`config.mk`:
```
export PLATFORM = sky130hd
export DESIGN_NAME = match_run_arbiter
export DESIGN_NICKNAME = d
export VERILOG_FILES = /design/src/rtl/match_run_arbiter.sv
export SDC_FILE = /design/constraint.sdc
export NUM_CORES = 1
export LEC_CHECK = 0
export ABC_CLOCK_PERIOD_IN_PS = 5170
export CORE_ASPECT_RATIO = 1.4
export CORE_MARGIN = 1
export CORE_UTILIZATION = 40
export CTS_CLUSTER_SIZE = 20
export DETAILED_ROUTE_END_ITERATION = 7
export PLACE_DENSITY_LB_ADDON = 0.15
export SLEW_MARGIN = 20
export SYNTH_ARGS = -nofsm -noshare
export SYNTH_HDL_FRONTEND = slang
export SYNTH_SLANG_ARGS = --single-unit
```
`constraint.sdc`:
```
create_clock -name Clock -period 5.17 [get_ports Clock]
set_input_delay 1.034 -clock Clock [delete_from_list [all_inputs] [get_ports Clock]]
set_output_delay 1.034 -clock Clock [all_outputs]
set_load 0.03 [all_outputs]
```
`src/rtl/match_run_arbiter.sv`:
```
// match_run_arbiter: per-channel w1/w2 match-run detection with round-robin event output.
module match_run_arbiter #(
   parameter int NCH    = 4,
   parameter int CHW    = 2,
   parameter int CW     = 3,
   parameter int THRESH = 4
) (
   input  logic           Clock,
   input  logic           Reset,
   input  logic           en,
   input  logic [NCH-1:0] w1,
   input  logic [NCH-1:0] w2,
   input  logic           evt_ready,
   input  logic           clr_ovr,
   output logic           evt_valid,
   output logic [CHW-1:0] evt_ch,
   output logic [NCH-1:0] overrun
);
   logic [CW-1:0]  run [NCH];
   logic [NCH-1:0] match, evt, pending, load_oh;
   logic [CHW-1:0] ptr, gnt;
   logic           any, free;

   assign match   = ~(w1 ^ w2);
   assign free    = ~evt_valid | evt_ready;
   assign load_oh = (free & any) ? NCH'(1) << gnt : '0;

   always_comb begin
      evt = '0;
      for (int i = 0; i < NCH; i++)
         evt[i] = en & match[i] & (run[i] == CW'(THRESH - 1));
   end

   // Scan downward so the channel closest to ptr wins.
   always_comb begin
      gnt = '0;
      any = 1'b0;
      for (int k = NCH - 1; k >= 0; k--)
         if (pending[ptr + CHW'(k)]) begin
            gnt = ptr + CHW'(k);
            any = 1'b1;
         end
   end

   always_ff @(posedge Clock) begin
      if (Reset) begin
         for (int i = 0; i < NCH; i++) run[i] <= '0;
         pending   <= '0;
         ptr       <= '0;
         evt_valid <= 1'b0;
         evt_ch    <= '0;
         overrun   <= '0;
      end else begin
         for (int i = 0; i < NCH; i++)
            run[i] <= (~en | ~match[i]) ? '0 :
                      (run[i] == CW'(THRESH)) ? run[i] : run[i] + CW'(1);
         // A new event on the channel being loaded re-arms its pending bit.
         pending <= (pending & ~load_oh) | evt;
         overrun <= (clr_ovr ? '0 : overrun) | (evt & pending & ~load_oh);
         if (free) begin
            evt_valid <= any;
            if (any) begin
               evt_ch <= gnt;
               ptr    <= gnt + CHW'(1);
            end
         end
      end
   end
endmodule

```
==> out/results.md <==
### Clock tree
• **count of buffers added by post-CTS timing repair for setup** 0
• **clock tree from TritonCTS** yes
• **total CTS buffers** 3
• **cell at the root of the clock tree** sky130_fd_sc_hd__clkbuf_8
• **post_cts resized** 0
• **Clock transition at path regs** 0.08 ns
• **number of levels in the clock H-tree** 1
• **number of hold buffers added after CTS** 0
• **clk buf depth** 2
• **insertion delay of the later-clocked pin in the worst-skew pair** 0.26 ns
• **clk sink count** 25

### Synthesis
• **number of instances in the synthesized netlist** 144
• **number of storage elements in the synthesis netlist** 25
• **simple logic cell fraction of the synthesized area** 17.7%
• **post-synthesis async set-or-reset flop share** 0%
• **sequential area share after synthesis** 39.9%
• **number of library cell types mapped by synthesis** 24
• **area share of fa/ha/maj cells after synthesis** 16.0%
• **number of warning messages in the yosys log** 0
• **multiplexer fraction of the synthesized cell area** 0.798%
• **largest cells by area after synthesis** sky130_fd_sc_hd__dfxtp_1, sky130_fd_sc_hd__ha_1, sky130_fd_sc_hd__a21oi_1, sky130_fd_sc_hd__xnor2_1, sky130_fd_sc_hd__inv_1
• **area fraction in compound gates after synthesis** 15.0%
• **leading cell types by count after synthesis** sky130_fd_sc_hd__dfxtp_1, sky130_fd_sc_hd__a21oi_1, sky130_fd_sc_hd__ha_1
• **largest area contributor in the netlist** sky130_fd_sc_hd__dfxtp_1
• **syn nets** 173
• **summed instance area of the synthesized netlist** 1250 µm²
• **number of synthesized flops with an enable pin** 0
• **dominant combinational cell family by area after synthesis** simple AND/OR/NAND/NOR gates
• **library cell with the highest instance count after synthesis** sky130_fd_sc_hd__dfxtp_1
• **share of Yosys cell area claimed by the top area cell type** 39.9%
• **Mapped Avg Cell Area** 8.71 µm²
• **flip-flop cell with the highest count after synthesis** sky130_fd_sc_hd__dfxtp_1
• **xor and xnor area share after synthesis** 5.58%

### Die
• **floorplan core area** 2940 µm²
• **Die Y** 68.3 µm
• **Initial Util** 42.8%
• **total I/O pin count** 20
• **area of the die** 3370 µm²
• **Die Span X** 49.3 µm
• **Site Rows** 23

### Routing
• **TritonRoute pass-1 iters** 4
• **detail-routed via count per cell** 4.93
• **iteration-0 DRC count of the detailed router** 18
• **number of vias after detailed routing** 995
• **DR WL/cell** 11.7 µm
• **final routed DRC violation total** 0
• **antenna viol nets, final** 0
• **DRT Wirelength** 2.36 mm

### Place
• **standard cell area after detailed placement** 1480 µm²
• **GPL Wtd Cong** 0.728
• **number of buffers inserted by port buffering** 19
• **Detailed Place HPWL** 1.90 mm

### Power and ir drop
• **worst vdd rail ir drop** 0.180 mV
• **leakage power summed over all cells** 0.000550 µW
• **total power divided by cell area** 221 nW/µm²

### STA
• **share of the clock period used by the worst path after layout** 45.0%
• **Setup Skew** 0.000504 ns
• **highest achievable clock rate** 430 MHz
• **Max Transition Viols Final** 0
• **final critical delay including setup and external delays** 2.32 ns
• **final hold violation count** 0
• **headroom to the max-slew limit** 62.3%
• **Finish-stage setup viols** 0
• **total negative slack** 0 ns
• **unrepaired setup endpoints after global routing** no
• **slew of the pin with the lowest slew margin** 0.559 ns

### Run
• **Max-Cap Viols** 0

### Critical path
• **crit path DAT** 1.29 ns
• **CP max stage cell** sky130_fd_sc_hd__clkdlybuf4s50_1
• **required time at the endpoint of the critical path** 4.14 ns
• **list of cells traversed by the critical path** clkdlybuf4s50_1
• **Critical Path Sink Type** primary output
• **reg2reg setup slack** 3.15 ns
• **Buffers & Inverters on Critical Path** 1
• **Largest delay share family, worst path** buffers and inverters
• **startpoint kind of the worst setup timing path** flop
• **class of the most critical setup path** reg -> out
• **biggest fanout along the worst timing path** 2
• **delay of the slowest critical-path stage** 0.68 ns

### Global route
• **wire length of the first global-routing pass** 4.08 mm
• **largest net degree at the start of global routing** 16
• **global-route usage over all layers** 15.9%
• **number of antenna violations at the first check in global routing** 0
• **number of global-route vias before repair** 1015
• **global route overflow** 0

### Cells and area
• **nets** 195
• **Antenna Cells** 0
• **Synth-to-Final Area Change** 21.8%
• **layout cells sized above 1** 2.42%
• **cell area after layout** 1530 µm²
• **Fill cells** 296

### Run status
• **result of the run** finished clean

### Worst hold path
• **path type of the worst min-delay path** reg -> reg

per-layer routing:
| metal | vias up | track usage [%] | wire length, µm |
|---|---|---|---|
| met4 | 0 | 7.72 | 42 |
| li1 | 528 | - | - |
| met1 | 450 | 16.1 | 986 |
| met3 | 5 | 2.89 | 51 |
| met2 | 12 | 31.3 | 1280 |
| met5 | - | 0 | 0 |
final timing paths:
kind	start	end	depth (start not counted)
worst max register to register	ptr[1]$_SDFFE_PP0P_	overrun[2]$_SDFF_PP0_	8
worst max-delay path	overrun[2]$_SDFF_PP0_	overrun[2]	1
worst min-delay path	evt_ch[0]$_SDFFE_PP0P_	evt_ch[0]$_SDFFE_PP0P_	2
worst min register to register	evt_ch[0]$_SDFFE_PP0P_	evt_ch[0]$_SDFFE_PP0P_	2
cell families after synthesis:
family                     count (synthesis)
xor gates and xnor gates                   8
DFF                                       25
and+or+nand+nor                           46
buffers and inverters                     17
adders and majority gates                 16
muxes                                      1
AOI/OAI and AO/OA                         31
tightest hold or removal path: stages, from the launching register on:
cell and delay [ns]:
sky130_fd_sc_hd__dfxtp_1 0.32, sky130_fd_sc_hd__nand2_1 0.05, sky130_fd_sc_hd__a21oi_1 0.06
where the power goes:
group	internal (µW)	switching, µW
clock network	55.0	57.9
registers	195	2.05
logic	15.0	12.8
state kept, by name, indices dropped and copies added, names as in the netlist:
name / flops
pending: 4
overrun: 4
run: 12
evt_ch: 2
evt_valid: 1
ptr: 2
cell usage in the layout (no fill, tap or decap), drive strengths merged, types with 2 or more instances in the layout:
| cell | synthesis | routed |
|---|---|---|
| a21boi | 4 | 4 |
| a21oi | 19 | 19 |
| a31oi | 4 | 4 |
| clkbuf | 2 | 4 |
| clkdlybuf4s50 | 0 | 19 |
| dfxtp | 25 | 25 |
| ha | 16 | 16 |
| inv | 15 | 15 |
| nand2 | 15 | 15 |
| nand2b | 6 | 6 |
| nand3 | 4 | 4 |
| nand3b | 2 | 2 |
| nand4 | 4 | 4 |
| nor2 | 10 | 10 |
| xnor2 | 8 | 8 |
per-stage QoR:
| step | total power, µW | instances | hold WS [ns] | worst slack, ns | util (%) |
|---|---|---|---|---|---|
| 3_5_place_dp | 229 | 198 | 0.472 | 2.55 | 50.6 |
| 4_1_cts | 342 | 202 | 0.484 | 2.83 | 52.1 |
| 3_3_place_gp | 228 | 198 | 0.459 | 2.61 | 50.6 |
| 5_1_grt | 351 | 202 | 0.511 | 2.75 | 52.1 |
| 2_1_floorplan | 216 | 144 | 0.456 | 3.15 | - |
| 6_report | 337 | 202 | 0.476 | 2.85 | 52.1 |
area by class of cell:
type                    count  area, µm²  share of cell area (%)
repair buffers             19        190                    12.4
inverters                  15       56.3                    3.68
multi-input cells         102        691                    45.2
well taps                  37       46.3                    3.03
flip-flops and latches     25        500                    32.7
clock buffers               4       45.0                    2.95
Note: power is estimated with default switching activity, not from simulation.
